### config.mk
export PLATFORM = sky130hd
export DESIGN_NAME = spi_cfg_regs_flat
export DESIGN_NICKNAME = d
export VERILOG_FILES = /design/src/rtl/spi_cfg_regs_pkg.sv /design/src/rtl/spi_cfg_regs_if.sv /design/src/rtl/spi_cfg_regs_regfile.sv /design/src/rtl/spi_cfg_regs.sv /design/src/flat_wrapper.sv
export SDC_FILE = /design/constraint.sdc
export NUM_CORES = 1
export LEC_CHECK = 0
export BUFFER_PORTS_ARGS = -buffer_cell sky130_fd_sc_hd__buf_4
export CELL_PAD_IN_SITES_DETAIL_PLACEMENT = 0
export CELL_PAD_IN_SITES_GLOBAL_PLACEMENT = 1
export CORE_MARGIN = 8
export CORE_UTILIZATION = 30
export CTS_CLUSTER_SIZE = 25
export DETAILED_ROUTE_END_ITERATION = 8
export PLACE_DENSITY_LB_ADDON = 0.25
export SYNTH_ARGS = -nofsm -noshare
export SYNTH_HDL_FRONTEND = slang
export SYNTH_SLANG_ARGS = --single-unit
### constraint.sdc
create_clock -name SCLK -period 1.8 [get_ports SCLK]
set_input_delay 0.18 -clock SCLK [delete_from_list [all_inputs] [get_ports SCLK]]
set_output_delay 0.18 -clock SCLK [all_outputs]
set_load 0.01 [all_outputs]
### src/rtl/spi_cfg_regs_pkg.sv
// spi_cfg_regs_pkg: shared register map, command fields and FSM states
package spi_cfg_regs_pkg;
    localparam logic [3:0] REG_BG      = 4'd0;
    localparam logic [3:0] REG_COLOR   = 4'd1;
    localparam logic [3:0] REG_AUDIO   = 4'd2;
    localparam logic [3:0] REG_SCRATCH = 4'd3;
    localparam logic [3:0] REG_STATUS  = 4'd15;
    localparam int CMD_RD_BIT  = 7;
    localparam int CMD_RSVD_HI = 6;
    localparam int CMD_RSVD_LO = 4;
    typedef enum logic [1:0] {ST_IDLE, ST_WRITE, ST_READ, ST_ERR} state_t;
    function automatic logic cmd_bad(input logic [7:0] b);
        return b[CMD_RSVD_HI:CMD_RSVD_LO] != 3'b000;
    endfunction
endpackage

### src/rtl/spi_cfg_regs_if.sv
// spi_cfg_regs_if: byte stream in, config outputs and MISO byte out
interface spi_cfg_regs_if #(parameter int ADDR_W = 4) ();
    logic              SSEL;
    logic              byte_valid;
    logic [7:0]        byte_data;
    logic [7:0]        tx_byte;
    logic [7:0]        background_state;
    logic [5:0]        solid_color;
    logic              audio_en;
    logic              wr_strobe;
    logic [ADDR_W-1:0] wr_addr;
    modport master (
        output SSEL, byte_valid, byte_data,
        input  tx_byte, background_state, solid_color, audio_en, wr_strobe, wr_addr
    );
    modport slave (
        input  SSEL, byte_valid, byte_data,
        output tx_byte, background_state, solid_color, audio_en, wr_strobe, wr_addr
    );
endinterface

### src/rtl/spi_cfg_regs_regfile.sv
// spi_cfg_regs_regfile: writable config registers, read mux and status counters
module spi_cfg_regs_regfile
    import spi_cfg_regs_pkg::*;
#(
    parameter int         ADDR_W   = 4,
    parameter logic [7:0] BG_RESET = 8'd10
) (
    input  logic              SCLK,
    input  logic              rst_n,
    input  logic              i_we,
    input  logic [ADDR_W-1:0] i_waddr,
    input  logic [7:0]        i_wdata,
    input  logic              i_cmd_ok,
    input  logic              i_cmd_err,
    input  logic [ADDR_W-1:0] i_raddr,
    output logic [7:0]        o_rdata,
    output logic [7:0]        o_bg,
    output logic [5:0]        o_color,
    output logic              o_audio,
    output logic              o_wr_strobe,
    output logic [ADDR_W-1:0] o_wr_addr
);
    logic [7:0]        r_bg;
    logic [5:0]        r_color;
    logic              r_audio;
    logic [7:0]        r_scratch;
    logic [3:0]        r_err;
    logic [3:0]        r_frame;
    logic              r_wr_strobe;
    logic [ADDR_W-1:0] r_wr_addr;
    logic              w_wr_ok;

    assign w_wr_ok     = i_we && i_waddr <= REG_SCRATCH;
    assign o_bg        = r_bg;
    assign o_color     = r_color;
    assign o_audio     = r_audio;
    assign o_wr_strobe = r_wr_strobe;
    assign o_wr_addr   = r_wr_addr;

    // Commit a write to the backing register; only addresses 0-3 are writable and strobe
    always_ff @(posedge SCLK) begin
        if (!rst_n) begin
            r_bg        <= BG_RESET;
            r_color     <= '0;
            r_audio     <= 1'b0;
            r_scratch   <= '0;
            r_wr_strobe <= 1'b0;
            r_wr_addr   <= '0;
        end else begin
            if (w_wr_ok && i_waddr == REG_BG)      r_bg      <= i_wdata;
            if (w_wr_ok && i_waddr == REG_COLOR)   r_color   <= i_wdata[5:0];
            if (w_wr_ok && i_waddr == REG_AUDIO)   r_audio   <= i_wdata[0];
            if (w_wr_ok && i_waddr == REG_SCRATCH) r_scratch <= i_wdata;
            r_wr_strobe <= w_wr_ok;
            if (w_wr_ok) r_wr_addr <= i_waddr;
        end
    end

    // Frame counter wraps, error counter saturates
    always_ff @(posedge SCLK) begin
        if (!rst_n) begin
            r_err   <= '0;
            r_frame <= '0;
        end else begin
            if (i_cmd_ok) r_frame <= r_frame + 4'd1;
            if (i_cmd_err && r_err != 4'hF) r_err <= r_err + 4'd1;
        end
    end

    // Read mux with zero-fill for narrow and reserved registers
    always_comb begin
        o_rdata = i_raddr == REG_BG      ? r_bg :
                  i_raddr == REG_COLOR   ? {2'b00, r_color} :
                  i_raddr == REG_AUDIO   ? {7'b0, r_audio} :
                  i_raddr == REG_SCRATCH ? r_scratch :
                  i_raddr == REG_STATUS  ? {r_err, r_frame} : 8'h00;
    end
endmodule

### src/rtl/spi_cfg_regs.sv
// spi_cfg_regs: frames the SPI byte stream into register transactions
module spi_cfg_regs
    import spi_cfg_regs_pkg::*;
#(
    parameter int         ADDR_W   = 4,
    parameter logic [7:0] BG_RESET = 8'd10
) (
    input  logic         SCLK,
    input  logic         rst_n,
    spi_cfg_regs_if.slave io_bus
);
    state_t            r_state, w_state_nxt;
    logic [ADDR_W-1:0] r_addr, w_addr_nxt;
    logic [7:0]        r_tx;
    logic              r_wr_pend;
    logic [ADDR_W-1:0] r_wr_addr;
    logic [7:0]        r_wr_data;
    logic              w_cmd_ok, w_cmd_err, w_wr_req;
    logic [7:0]        w_rdata;

    // Next state and address; deselect aborts the frame and wins over a byte
    always_comb begin
        w_state_nxt = r_state;
        w_addr_nxt  = r_addr;
        w_cmd_ok    = 1'b0;
        w_cmd_err   = 1'b0;
        w_wr_req    = 1'b0;
        if (io_bus.SSEL) begin
            w_state_nxt = ST_IDLE;
            w_addr_nxt  = '0;
        end else if (io_bus.byte_valid) begin
            case (r_state)
                ST_IDLE: begin
                    w_cmd_err   = cmd_bad(io_bus.byte_data);
                    w_cmd_ok    = !w_cmd_err;
                    w_state_nxt = w_cmd_err ? ST_ERR :
                                  io_bus.byte_data[CMD_RD_BIT] ? ST_READ : ST_WRITE;
                    w_addr_nxt  = w_cmd_err ? r_addr : io_bus.byte_data[ADDR_W-1:0];
                end
                ST_WRITE: begin
                    w_wr_req   = 1'b1;
                    w_addr_nxt = r_addr + ADDR_W'(1);
                end
                ST_READ:  w_addr_nxt = r_addr + ADDR_W'(1);
                default:  w_state_nxt = ST_ERR;
            endcase
        end
    end

    // State, address, pipelined write request and prefetched read-back byte
    always_ff @(posedge SCLK) begin
        if (!rst_n) begin
            r_state   <= ST_IDLE;
            r_addr    <= '0;
            r_tx      <= 8'h00;
            r_wr_pend <= 1'b0;
            r_wr_addr <= '0;
            r_wr_data <= 8'h00;
        end else begin
            r_state   <= w_state_nxt;
            r_addr    <= w_addr_nxt;
            r_tx      <= (r_state == ST_READ && w_state_nxt == ST_READ) ? w_rdata : 8'h00;
            r_wr_pend <= w_wr_req;
            r_wr_addr <= r_addr;
            r_wr_data <= io_bus.byte_data;
        end
    end

    assign io_bus.tx_byte = r_tx;

    spi_cfg_regs_regfile #(.ADDR_W(ADDR_W), .BG_RESET(BG_RESET)) u_regfile (
        .SCLK        (SCLK),
        .rst_n       (rst_n),
        .i_we        (r_wr_pend),
        .i_waddr     (r_wr_addr),
        .i_wdata     (r_wr_data),
        .i_cmd_ok    (w_cmd_ok),
        .i_cmd_err   (w_cmd_err),
        .i_raddr     (r_addr),
        .o_rdata     (w_rdata),
        .o_bg        (io_bus.background_state),
        .o_color     (io_bus.solid_color),
        .o_audio     (io_bus.audio_en),
        .o_wr_strobe (io_bus.wr_strobe),
        .o_wr_addr   (io_bus.wr_addr)
    );
endmodule

### src/flat_wrapper.sv
// flat-port wrapper written by rule: the top's interface ports become plain ports
module spi_cfg_regs_flat import spi_cfg_regs_pkg::*;
#(
    parameter int         ADDR_W   = 4,
    parameter logic [7:0] BG_RESET = 8'd10
)
  (SCLK, rst_n, io_bus_SSEL, io_bus_byte_valid, io_bus_byte_data, io_bus_tx_byte, io_bus_background_state, io_bus_solid_color, io_bus_audio_en, io_bus_wr_strobe, io_bus_wr_addr);
  spi_cfg_regs_if #(.ADDR_W(ADDR_W)) io_bus_i ();
  input  logic SCLK;
  input  logic rst_n;
  input wire logic [$bits(io_bus_i.SSEL)-1:0] io_bus_SSEL;
  input wire logic [$bits(io_bus_i.byte_valid)-1:0] io_bus_byte_valid;
  input wire logic [$bits(io_bus_i.byte_data)-1:0] io_bus_byte_data;
  output wire logic [$bits(io_bus_i.tx_byte)-1:0] io_bus_tx_byte;
  output wire logic [$bits(io_bus_i.background_state)-1:0] io_bus_background_state;
  output wire logic [$bits(io_bus_i.solid_color)-1:0] io_bus_solid_color;
  output wire logic [$bits(io_bus_i.audio_en)-1:0] io_bus_audio_en;
  output wire logic [$bits(io_bus_i.wr_strobe)-1:0] io_bus_wr_strobe;
  output wire logic [$bits(io_bus_i.wr_addr)-1:0] io_bus_wr_addr;
  assign io_bus_i.SSEL = io_bus_SSEL;
  assign io_bus_i.byte_valid = io_bus_byte_valid;
  assign io_bus_i.byte_data = io_bus_byte_data;
  assign io_bus_tx_byte = io_bus_i.tx_byte;
  assign io_bus_background_state = io_bus_i.background_state;
  assign io_bus_solid_color = io_bus_i.solid_color;
  assign io_bus_audio_en = io_bus_i.audio_en;
  assign io_bus_wr_strobe = io_bus_i.wr_strobe;
  assign io_bus_wr_addr = io_bus_i.wr_addr;
  spi_cfg_regs #(.ADDR_W(ADDR_W), .BG_RESET(BG_RESET)) u_core (.SCLK(SCLK), .rst_n(rst_n), .io_bus(io_bus_i));
endmodule
# ---- Yosys cells after proc, flatten, opt, wreduce, memory -nomap -nowiden
# Cells that the tools add are included.
dict set report classes {
  order_cmp 1
  addsub 3
  n_mux 19
  eq_ne 12
  n_reduce_logical 18
  bitwise 2
}
# operator n
set op_table {}
lappend op_table {{$mux W8} 5}
lappend op_table {{$eq A4 B2 Y1 const B} 4}
lappend op_table {{$add A4 B1 Y4 const B} 3}
lappend op_table {{$eq A4 B1 Y1 const B} 2}
lappend op_table {{$logic_not A4 Y1} 2}
lappend op_table {{$mux W2} 4}
lappend op_table {{$pmux W4 S2} 1}
lappend op_table {{$logic_and A1 B1 Y1} 7}
lappend op_table {{$mux W1} 7}
lappend op_table {{$eq A2 B2 Y1 const B} 2}
lappend op_table {{$eq A4 B4 Y1 const B} 1}
lappend op_table {{$le A4 B2 Y1 const B} 1}
lappend op_table {{$mux W4} 1}
lappend op_table {{$ne A4 B4 Y1 const B} 1}
lappend op_table {{$pmux W2 S2} 1}
lappend op_table {{$reduce_or A2 Y1} 2}
lappend op_table {{$reduce_and A3 Y1} 1}
lappend op_table {{$reduce_bool A3 Y1} 1}
lappend op_table {{$reduce_or A3 Y1} 1}
lappend op_table {{$eq A2 B1 Y1 const B} 1}
lappend op_table {{$logic_not A2 Y1} 1}
lappend op_table {{$ne A2 B2 Y1 const B} 1}
lappend op_table {{$not A1 Y1} 2}
lappend op_table {{$reduce_and A2 Y1} 1}
lappend op_table {{2 further kinds} 2}
dict set report word_totals {
  inputBits 12
  reg_bits 63
  wordCells 69
}

# ---- Depth between registers and ports, before layout
# Gate-level depths: netlist of the first run.
dict set report logic_depth {
  word_depth 8
  mapped_depth 7
}

# ---- By module
# A second synthesis of the first run with hierarchy kept.
dict set report unflattened {
  hier_cells 296
  hier_area_um2 2861.5
}
# mod seq_area_each_um2 n_inst area_per_inst_um2 cells_per_inst
set by_module_without_submodules {}
lappend by_module_without_submodules {spi_cfg_regs_regfile 720.7 1 1679.1 180}
lappend by_module_without_submodules {spi_cfg_regs 540.5 1 1182.4 116}

# ---- Least setup slack after synthesis of the first run
# Ideal clock, no wire load.
dict set report synth_timing {
  path_type {register -> register}
  from {register u_core.r_state[0]}
  to {register u_core.r_addr[0]}
  required_ns 1.730
  t_arrival_ns 1.761
  path_slack_ns -0.030
  stages_incl_launch_ff 8
  path_cell_list {dfxtp_1 inv_1 ha_1 clkbuf_1 nor2b_1 o21ai_1 or3_1 a21oi_1}
}
dict set report synth_via {
  elab_chain_len 4
  word_cells_on_any_way 8
  classes_between {eq/ne: 3; mux: 1; reduce/logical: 4}
}
# element line
set synth_rtl {}
lappend synth_rtl {{start, declared} spi_cfg_regs.sv:12} ;# state_t r_state, w_state_nxt;
lappend synth_rtl {{start signal, assigned} spi_cfg_regs.sv:60} ;# r_state <= w_state_nxt;
lappend synth_rtl {{$eq A2 B1 Y1 / $eq A2 B2 Y1 (equally long branches)} spi_cfg_regs.sv:32} ;# case (r_state)
lappend synth_rtl {{$reduce_or A2 Y1 (no source line)} -}
lappend synth_rtl {{$reduce_bool A2 Y1 (no source line)} -}
lappend synth_rtl {{$reduce_and A3 Y1 (no source line)} -}
lappend synth_rtl {{end signal, assigned} spi_cfg_regs.sv:61} ;# r_addr <= w_addr_nxt;
lappend synth_rtl {{end, declared} spi_cfg_regs.sv:13} ;# logic [ADDR_W-1:0] r_addr, w_addr_nxt;
# Several ways; a longest one is shown, not always the timed one.
# A chain may end at the register's enable or synchronous reset.

# ---- Worst setup path after layout of the first run
dict set report layout_timing {
  from {register u_core.r_addr[0]}
  to {register u_core.r_tx[7], in the netlist u_core.io_bus.tx_byte[7]}
}
dict set report layout_via {
  elab_chain_len 6
  word_cells_on_any_way 10
  classes_between {eq/ne: 4; mux: 5; reduce/logical: 1}
}
# element line
set layout_rtl {}
lappend layout_rtl {{$eq A4 B4 Y1} spi_cfg_regs_regfile.sv:76} ;# i_raddr == REG_STATUS ? {r_err, r_frame} : 8'h00;
lappend layout_rtl {{$mux W8} spi_cfg_regs_regfile.sv:76}
lappend layout_rtl {{$mux W8} spi_cfg_regs_regfile.sv:75} ;# i_raddr == REG_SCRATCH ? r_scratch :
lappend layout_rtl {{$mux W8} spi_cfg_regs_regfile.sv:74} ;# i_raddr == REG_AUDIO ? {7'b0, r_audio} :
lappend layout_rtl {{$mux W8} spi_cfg_regs_regfile.sv:73} ;# i_raddr == REG_COLOR ? {2'b00, r_color} :
lappend layout_rtl {{$mux W8 *} spi_cfg_regs_regfile.sv:72} ;# o_rdata = i_raddr == REG_BG ? r_bg :
lappend layout_rtl {{end signal, assigned} spi_cfg_regs.sv:62} ;# r_tx <= (r_state == ST_READ && w_state_nxt == ST_READ) ? w_rdata : 8'h00;
lappend layout_rtl {{end, declared} spi_cfg_regs.sv:14} ;# logic [7:0] r_tx;
# Mark *: on every way between the ends. The rest lies on a longest branch, timed or not.

==> results.md, run 1 <==
- Startpoint types: flop
- Area contributors post-synth: dfxtp_1, mux2i_1, nor2_1, ha_1, and2_1
- Post-Place Setup Slack: -0.156 ns
- Switching pwr: 646 uW
- Fin Setup TNS: 0 ns
- CTS buffer count: 9
- Clock insertion delay at the later pin of the skew report: 0.35 ns
- Max stage delay on crit path: 0.37 ns
- GRT overflow: 0
- Worst VDD drop: a little under 0.3 mV
- Async S/R FF share, synth: 0%
- Synth Area in Adders: 4.73%
- Pint: 2000 uW
- CP Class: flop to flop
- Share of layout cells above drive strength 1: around a quarter
- RD Place Congestion: 0.820
- CP max FO: 6
- WL/cell: 15.6 um
- Synth Warn #: 0
- Mux contribution to synthesized area: 10.2%
- Die height: roughly 110 um
- Net Sw Frac: 24.4%
- Cell Chain, Critical Path: inv_1, ha_1, nand2b_1, nor4_4, buf_4, a222oi_1, nor3_1
- Clock power frac: 38.9%
- Initial antenna violation count: 0
- Final hold violation count: 0
- Setup Skew: around 0.0062 ns
- Final setup vio count: 0
- WP buf/inv: 2
- Via-to-Cell Ratio: 4.84
- Synthesized flop and latch total: 63
- Fin cells: 442
- Cells after Synth: 275
- Family with the most delay on the worst path: simple AND/OR/NAND/NOR gates
- Pleak: 0.00139 uW
- Synth area leader: dfxtp_1
- Yosys top cell area share: 47.7%
- Period utilization: 94.3%
- Max-Cap Viols: 0
- Number of flops mapped to enable cells by yosys: 0
- Rel. slew slack: 68.2%
- Vias in the first global route: around 2,200
- Slew @ Worst Pin: 0.473 ns
- Top_reg_cell synth: dfxtp_1
- Synth top cells by count: dfxtp_1, nor2_1, mux2i_1, nand2_1, nor3_1
- Top-count cell post-synth: dfxtp_1
- H-tree Lvls: 3
- PD cells: 788 nW/um2
- Pins Over Slew Limit: 0
- Distinct cells, synth: 48
- Mapped Area: 2640 um2
- Largest net degree at the start of global routing: 22
- Total iterations of the first detailed-routing run: 4
- Status: complete, no violations
- Antenna-violating nets left: 0
- Required @ worst endpoint: 2.07 ns
- Combinational share of power: 7.0%
- Number of port buffers: 39
- Initial core utilization: 30.6%
- Rows: 34
- Hold Path Class: primary input to flop
- Total Wirelength: 6910 um
- First-pass GRT wire length: 11,400 um
- Hpwl dp: 5170 um
- Largest family of logic cells by synthesized area: simple AND/OR/NAND/NOR gates
- Synthesis-to-finish area growth: 27.3%
- Fmax: between 0.5 and 0.6 GHz
- GRT Overall Usage: 12.5%
- Compound-Gate Fraction of Synth Area: 9.51%
- CP Capture Type: flop
- Crit path DAT: 1.97 ns
- WHS: 0.0482 ns
- Final WS setup: slightly above 0.1 ns
- Die width: 110 um
- I/O pin total: 40
- Clock net sink count: 63
- Synthesized area per cell: 9.61 um2
- Part of the Yosys area used for sequential elements: 47.7%
- Simple-gate portion of the synthesized area: a little under a quarter
- Starting DRT DRC Count: 83
- CTS Root Buffer Type: clkbuf_8
- Placed cell count: 428
- Final nets: between 300 and 400
- Antenna Cells: 0
- Post-synthesis xor/xnor area fraction: 1.66%
- Maximum clock path buffer count: 2
- Clock-pin slew on the worst setup and hold paths: 0.06 ns
- Drt drc: 0
- Fill cells: 896
- Final worst path period need: 1.70 ns
- Tot Pwr: ~2700 uW
- Power share of the sequential group: 54.1%
- CTS tree: done
- Core Region: 8640 um2
- Vias: roughly 2,100
- CP max-delay cell: dfxtp_4
- DIE AREA: ~12,000 um2
- Synth Net Count: 297
-- per-layer routing --
layer	share of wire (%)	GRT usage [%]	wire (um)
met1	49	16.1	3380
met2	43	18.3	2960
met3	6.1	3.34	422
met4	2.1	7.23	144
met5	0	0	0
-- layout make-up --
cell class | instances | area, um2 | share of cell area, %
clock inverter | 2 | 10.0 | 0.298
inverter | 9 | 33.8 | 1.00
timing repair buffer | 58 | 448 | 13.3
multi-input combinational | 191 | 1330 | 39.6
tap | 108 | 135 | 4.02
sequential | 63 | 1260 | 37.6
clock buffer | 11 | 141 | 4.20
-- power by group through the flow --
stage,Clock [uW],Combinational (uW),Sequential (uW)
5_1_grt,1110,208,1440
6_report,1030,187,1430
2_1_floorplan,0,99.7,1460
3_5_place_dp,0,176,1470
3_3_place_gp,0,176,1470
4_1_cts,1050,178,1430
-- state kept, by name, indices dropped and copies added (netlist names) --
signal                        count
u_core.u_regfile.r_scratch        8
u_core.u_regfile.r_err            4
u_core.u_regfile.o_audio          1
u_core.u_regfile.o_bg             8
u_core.r_wr_addr                  4
u_core.r_state                    2
u_core.u_regfile.r_frame          4
u_core.r_wr_pend                  1
u_core.r_addr                     4
u_core.r_wr_data                  8
u_core.u_regfile.o_color          6
u_core.u_regfile.o_wr_strobe      1
u_core.u_regfile.o_wr_addr        4
u_core.io_bus.tx_byte             8
-- stage by stage --
stage,cell area (um2),utilization (%)
floorplan,2650,-
global placement,3160,36.6
detailed placement,3160,36.6
CTS,3320,38.4
global route,3360,39.0
finish,3360,39.0
-- worst register-to-register path: stages, from the launching register on --
cell and delay, ns:
dfxtp_4 0.37, inv_1 0.08, ha_1 0.23, nand2b_1 0.20, nor4_4 0.29, buf_4 0.19, a222oi_1 0.10, nor3_1 0.18
-- path summary, 6_finish.rpt --
kind / start / slack (ns) / cells past startpoint / end
hold / removal: io_bus_byte_data[3] / 0.05 / 2 / u_core.r_wr_data[3]
hold reg to reg: u_core.u_regfile.o_wr_addr[2] / 0.48 / 1 / u_core.u_regfile.o_wr_addr[2]
setup reg to reg: u_core.r_addr[0] / 0.10 / 7 / u_core.io_bus.tx_byte[7]
setup / recovery: u_core.r_addr[0] / 0.10 / 7 / u_core.io_bus.tx_byte[7]
-- cell usage in the layout (no fill, tap or decap), types with 8 or more instances in the layout --
| cell type | count |
|---|---|
| nor2_1 | 39 |
| a21oi_1 | 10 |
| mux2i_1 | 27 |
| buf_4 | 57 |
| clkbuf_8 | 10 |
| ha_1 | 10 |
| nor3_1 | 11 |
| dfxtp_1 | 62 |
| and2_1 | 10 |
| inv_1 | 8 |
| nand2_1 | 15 |
-- cells by family after synthesis --
| family | Yosys count |
|---|---|
| DFF | 63 |
| muxes | 27 |
| xor gates and xnor gates | 5 |
| and+or+nand+nor | 112 |
| AOI/OAI and AO/OA | 37 |
| adders and majority gates | 10 |
| buffers and inverters | 21 |
-- timing repair --
| item | in CTS | in global routing |
|---|---|---|
| hold endpoints to repair | 0 | 0 |
| hold buffers | 0 | 0 |
| pin swaps | 0 | 2 |
| buffers inserted | 0 | 1 |
| gates resized for setup | 1 | 7 |
| endpoints found under the setup margin | 8 | 12 |
Note: power is estimated with default switching activity, not from simulation.
==> inputs of run 2 (changes only) <==
- SETUP_SLACK_MARGIN: default -> 0.5
- SKIP_LAST_GASP: default -> 1
- TNS_END_PERCENT: default -> 5
==> results.md, run 2 (synthesized netlist as in run 1, its figures left out) <==
- Total iterations of the first detailed-routing run: 6 (+2)
- Post-Layout Inst Area: 3690 um2 (+9.7%)
- Largest net degree at the start of global routing: 19 (-14%)
- Number of port buffers: 39 (unchanged)
- GRT Overall Usage: 12.7% (+0.19 points)
- Placed cell count: 420 (-1.9%)
- Startpoint types: flop
- Synthesis-to-finish area growth: 39.6%
- GRT Max-Usage Layer: met2
- Required @ worst endpoint: 2.07 ns (about the same)
- DIE AREA: 12,100 um2 (unchanged)
- FF/Latch Area: 1270 um2 (+0.69%)
- Setup slack, reg-to-reg: 0.24 ns (+0.14 ns)
- Core Region: 8640 um2 (unchanged)
- Vias in the first global route: 2,202 (-1.3%)
- Rel. slew slack: 68.5% (+0.27 points)
- Period utilization: 86.7% (-7.6 points)
- Met2 GRT Util: 19.0% (+0.64 points)
- Clock-pin slew on the worst setup and hold paths: 0.07 ns (about the same)
- Share of layout cells above drive strength 1: 33.5% (+9.3 points)
- CP Capture Type: flop
- Unrepaired setup endpoints after global routing: true
- Pleak: 0.00149 uW (+6.8%)
- # hold bufs at CTS: 0 (unchanged)
- Initial antenna violation count: 0 (unchanged)
- Antenna Cells: 0 (unchanged)
- Fill cells: 853 (-4.8%)
- CTS buffer count: 9 (unchanged)
- I/O pin total: 40 (unchanged)
- Drt drc: 0 (unchanged)
- Crit path DAT: 1.83 ns (-0.14 ns)
- Worst VDD drop: 0.333 mV (+13%)
- Hpwl dp: 5150 um (-0.41%)
- Clock insertion delay at the later pin of the skew report: 0.34 ns (about the same)
- CP max FO: 8 (+2)
- Vias: 2,154 (+0.70%)
- H-tree Lvls: 3 (unchanged)
- RD Place Congestion: 0.738 (-10%)
- Rows: 34 (unchanged)
- Fmax: 0.641 GHz (+8.8%)
- Fin Setup TNS: 0 ns (unchanged)
- GRT overflow: 0 (unchanged)
- Slew @ Worst Pin: 0.469 ns (-0.00396 ns)
- Clock net sink count: 63 (unchanged)
- Starting DRT DRC Count: 111 (+34%)
- WL/cell: 15.7 um (+0.39%)
- Total Wirelength: 7030 um (+1.8%)
- DP Area: 3140 um2 (-0.59%)
- Commonest non-fill, non-tap cell in the layout: buf_4
- First-pass GRT wire length: 11,500 um (+0.90%)
- Pins Over Slew Limit: 0 (unchanged)
- Final nets: 357 (+0.85%)
- Area of the multi-input gates: 1490 um2 (+12%)
- GR Layer Usage met3: 4.22% (+0.88 points)
- Hold Path Class: primary input to flop
- Final setup vio count: 0 (unchanged)
- Final worst path period need: 1.56 ns (-0.138 ns)
- Initial core utilization: 30.6% (unchanged)
- CTS Root Buffer Type: clkbuf_8
- Max-Cap Viols: 0 (unchanged)
- Commonest non-fill, non-tap cells in the layout: buf_4, dfxtp_1, nor2_1
- Antenna-violating nets left: 0 (unchanged)
- CTS tree: done
- Die height: 110 um (unchanged)
- Maximum clock path buffer count: 2 (unchanged)
- Fin cells: 448 (+1.4%)
- PD cells: 909 nW/um2 (+15%)
- Via-to-Cell Ratio: 4.81 (-0.65%)
- Setup Skew: 0.00593 ns (-0.000297 ns)
- GR met1 Demand/Resource: 16.4% (+0.22 points)
- CP Class: flop to flop
- Final hold violation count: 0 (unchanged)
- Die width: 110 um (unchanged)
- Status: complete, no violations
-- run 2: changes by cell type in the layout (fill, tap and decap cells not counted), moves of 2 or more --
cell       before  now
or3b_4          0    2
inv_2           1    3
nor3_1         11    5
dfxtp_1        62   59
dfxtp_4         1    3
nor3_2          0    6
bufinv_16       0    4
inv_1           8    4
buf_4          57   60
ha_4            0    6
clkinv_2        2    0
ha_1           10    4
inv_4           0    2
-- run 2: final timing paths --
kind / endpoint / from / cells after the start
worst min register to register: u_core.u_regfile.o_wr_addr[2] / u_core.u_regfile.o_wr_addr[2] / 1
worst max-delay path: u_core.io_bus.tx_byte[7] / u_core.r_state[0] / 6
worst min-delay path: u_core.r_wr_data[0] / io_bus_byte_data[0] / 2
worst max register to register: u_core.io_bus.tx_byte[7] / u_core.r_state[0] / 6
-- run 2: timing repair --
| item | in CTS | in global routing |
|---|---|---|
| setup buffers | 12 | 0 |
| resized for setup | 33 | 2 |
| setup endpoints to repair | 33 | 36 |
| endpoints found under the hold margin | 0 | 0 |
| pin swaps | 14 | 3 |
-- run 2: report_power, final --
part,leakage (uW),internal [uW],switching (uW)
clock network,0.000136,1140,566
logic,0.000838,106,113
registers,0.000513,1410,25.3
-- run 2: worst max-delay path, cell delays in order (launching register included) --
cell,delay [ns]
dfxtp_4,0.37
ha_4,0.17
or3b_4,0.38
o2bb2ai_4,0.15
o31ai_4,0.10
buf_12,0.15
nor3_1,0.16
-- run 2: per-stage QoR --
step / hold WS, ns / power (uW) / worst slack (ns) / util, %
floorplan: 0.251 / 1570 / 0.251 / -
global placement: 0.407 / 1650 / 0.147 / 36.4
detailed placement: 0.410 / 1650 / 0.0740 / 36.4
CTS: 0.0466 / 3390 / 0.298 / 42.6
global route: 0.0503 / 3500 / 0.175 / 42.7
finish: 0.0596 / 3360 / 0.239 / 42.7
-- run 2: area by class of cell --
| cell class | instances | share of cell area [%] |
|---|---|---|
| clock buffer | 11 | 4.10 |
| clock inverter | 5 | 3.46 |
| inverter | 9 | 1.05 |
| multi-input combinational | 191 | 40.5 |
| sequential | 63 | 34.5 |
| tap | 108 | 3.66 |
| timing repair buffer | 61 | 12.7 |
-- run 2: per-layer routing --
layer	wire, um	vias to the layer above
li1	-	1084
met1	3440	1008
met2	3090	55
met3	398	7
met4	98	0
met5	0	-
==> inputs of run 3 (changes only) <==
- CORE_UTILIZATION: 30 -> 39
- REMOVE_ABC_BUFFERS: default -> 1
==> results.md, run 3 (synthesized netlist as in run 1, its figures left out) <==
- I/O pin total: 40 (unchanged)
- Fill cells: 624 (-27%)
- DP Area: 3120 um2 (-0.68%)
- Clock-pin slew on the worst setup and hold paths: 0.07 ns (about the same)
- Unrepaired setup endpoints after global routing: true
- Core Region: 6680 um2 (-23%)
- Fmax: 0.649 GHz (+1.3%)
- GRT overflow: 0 (unchanged)
- Fin Setup TNS: 0 ns (unchanged)
- Total Wirelength: 6780 um (-3.6%)
- Antenna-violating nets left: 0 (unchanged)
- Rows: 30 (-12%)
- Final hold violation count: 0 (unchanged)
- Hold Path Class: primary input to flop
- Max-Cap Viols: 0 (unchanged)
- Startpoint types: flop
- RD Place Congestion: 0.861 (+17%)
- CP Capture Type: flop
- Required @ worst endpoint: 2.06 ns (about the same)
- WL/cell: 16.0 um (+2.1%)
- # hold bufs at CTS: 0 (unchanged)
- First-pass GRT wire length: 11,200 um (-2.6%)
- Slew @ Worst Pin: 0.337 ns (-0.131 ns)
- Die width: 98.3 um (-11%)
- Final nets: 360 (+0.84%)
- Period utilization: 85.6% (-1.1 points)
- CTS buffer count: 9 (unchanged)
- PD cells: 884 nW/um2 (-2.8%)
- Pint: 2440 uW (-7.9%)
- Clock insertion delay at the later pin of the skew report: 0.34 ns (about the same)
- Combinational share of power: 7.0% (+0.5 points)
- Vias: 2,146 (-0.37%)
- Worst VDD drop: 0.401 mV (+20%)
- CTS tree: done
- GRT Overall Usage: 14.7% (+2.0 points)
- Drt drc: 0 (unchanged)
- Crit path DAT: 1.80 ns (-0.03 ns)
- Pleak: 0.00148 uW (-0.80%)
- CP max FO: 5 (-3)
- Final worst path period need: 1.54 ns (-0.0202 ns)
- Hpwl dp: 4800 um (-6.7%)
- Maximum clock path buffer count: 2 (unchanged)
- Tot Pwr: 3150 uW (-6.3%)
- Largest net degree at the start of global routing: 19 (unchanged)
- Die height: 98.3 um (-11%)
- Clock power frac: 47.4% (-3.3 points)
- Via-to-Cell Ratio: 5.07 (+5.5%)
- Commonest non-fill, non-tap cells in the layout: buf_4, dfxtp_1, nor2_1
- Number of port buffers: 39 (unchanged)
- Initial core utilization: 39.6% (+9.0 points)
- Total iterations of the first detailed-routing run: 4 (-2)
- H-tree Lvls: 3 (unchanged)
- Clock net sink count: 63 (unchanged)
- Core Util, Final: 53.3% (+11 points)
- Final setup vio count: 0 (unchanged)
- Starting DRT DRC Count: 149 (+34%)
- Pins Over Slew Limit: 0 (unchanged)
- Setup Skew: 0.00820 ns (+0.00227 ns)
- Power share of the sequential group: 45.6% (+2.8 points)
- CP Class: flop to flop
- Net Sw Frac: 22.4% (+1.4 points)
- Synthesis-to-finish area growth: 34.7%
- Rel. slew slack: 77.5% (+9.0 points)
- DIE AREA: 9670 um2 (-20%)
- Share of layout cells above drive strength 1: 32.4% (-1.2 points)
- Commonest non-fill, non-tap cell in the layout: buf_4
- Status: complete, no violations
- Switching pwr: 705 uW (+0.13%)
- Post-Layout Inst Area: 3560 um2 (-3.5%)
- CTS Root Buffer Type: clkbuf_8
- Vias in the first global route: 2,186 (-0.73%)
- Antenna Cells: 0 (unchanged)
- Initial antenna violation count: 0 (unchanged)
- WHS: 0.0592 ns (-0.000319 ns)
[run 3: changes by cell type in the layout (fill, tap and decap cells not counted), moves of 3 or more]
cell      delta
clkinv_4     +3
ha_2         +3
ha_4         -3
nor3_1       +5
nor3_2       -5
[run 3: final timing paths]
path	depth (start not counted)	start	end	slack, ns
hold / removal	2	io_bus_byte_data[1]	u_core.r_wr_data[1]	0.06
hold reg to reg	1	u_core.u_regfile.o_wr_addr[3]	u_core.u_regfile.o_wr_addr[3]	0.48
setup reg to reg	7	u_core.r_state[1]	u_core.r_addr[0]	0.26
setup / recovery	7	u_core.r_state[1]	u_core.r_addr[0]	0.26
[run 3: per-layer routing]
layer  vias to the layer above  global-route usage [%]  part of all wire (%)
li1                       1085                       -                     -
met1                      1002                    18.4                    48
met2                        45                    22.4                    45
met3                        14                    3.91                   4.4
met4                         0                    7.67                   2.3
met5                         -                       0                     0
[run 3: worst max-delay path, cell delays in order, from the launching register on]
cell and delay, ns:
dfxtp_2 0.35, inv_2 0.08, ha_4 0.14, buf_6 0.11
nor4b_4 0.24, o21ai_2 0.11, or3_1 0.31, a21oi_1 0.12
[run 3: metrics by stage]
step / worst slack [ns] / cells
finish: 0.260 / 423
global route: 0.202 / 423
CTS: 0.289 / 423
detailed placement: -0.0580 / 401
global placement: -0.00275 / 401
floorplan: 0.0964 / 263
[run 3: area by class of cell]
| cell class | count | area, um2 | area share (%) |
|---|---|---|---|
| Clock buffer | 9 | 124 | 3.48 |
| Tap cell | 80 | 100 | 2.81 |
| Sequential cell | 63 | 1270 | 35.6 |
| Timing Repair Buffer | 64 | 488 | 13.7 |
| Multi-Input combinational cell | 191 | 1430 | 40.0 |
| Inverter | 9 | 33.8 | 0.949 |
| Clock inverter | 7 | 121 | 3.41 |
[run 3: power groups by stage]
stage | Combinational (uW) | Clock (uW) | Sequential [uW]
2_1_floorplan | 92.4 | 0 | 1460
3_3_place_gp | 178 | 0 | 1460
3_5_place_dp | 178 | 0 | 1460
4_1_cts | 218 | 1520 | 1430
5_1_grt | 239 | 1580 | 1440
6_report | 221 | 1490 | 1430
[run 3: what timing repair did]
action / 4_1_cts / 5_1_grt
setup buffers: 6 / 0
pin swaps: 12 / 3
resized for setup: 35 / 3
setup endpoints to repair: 38 / 37
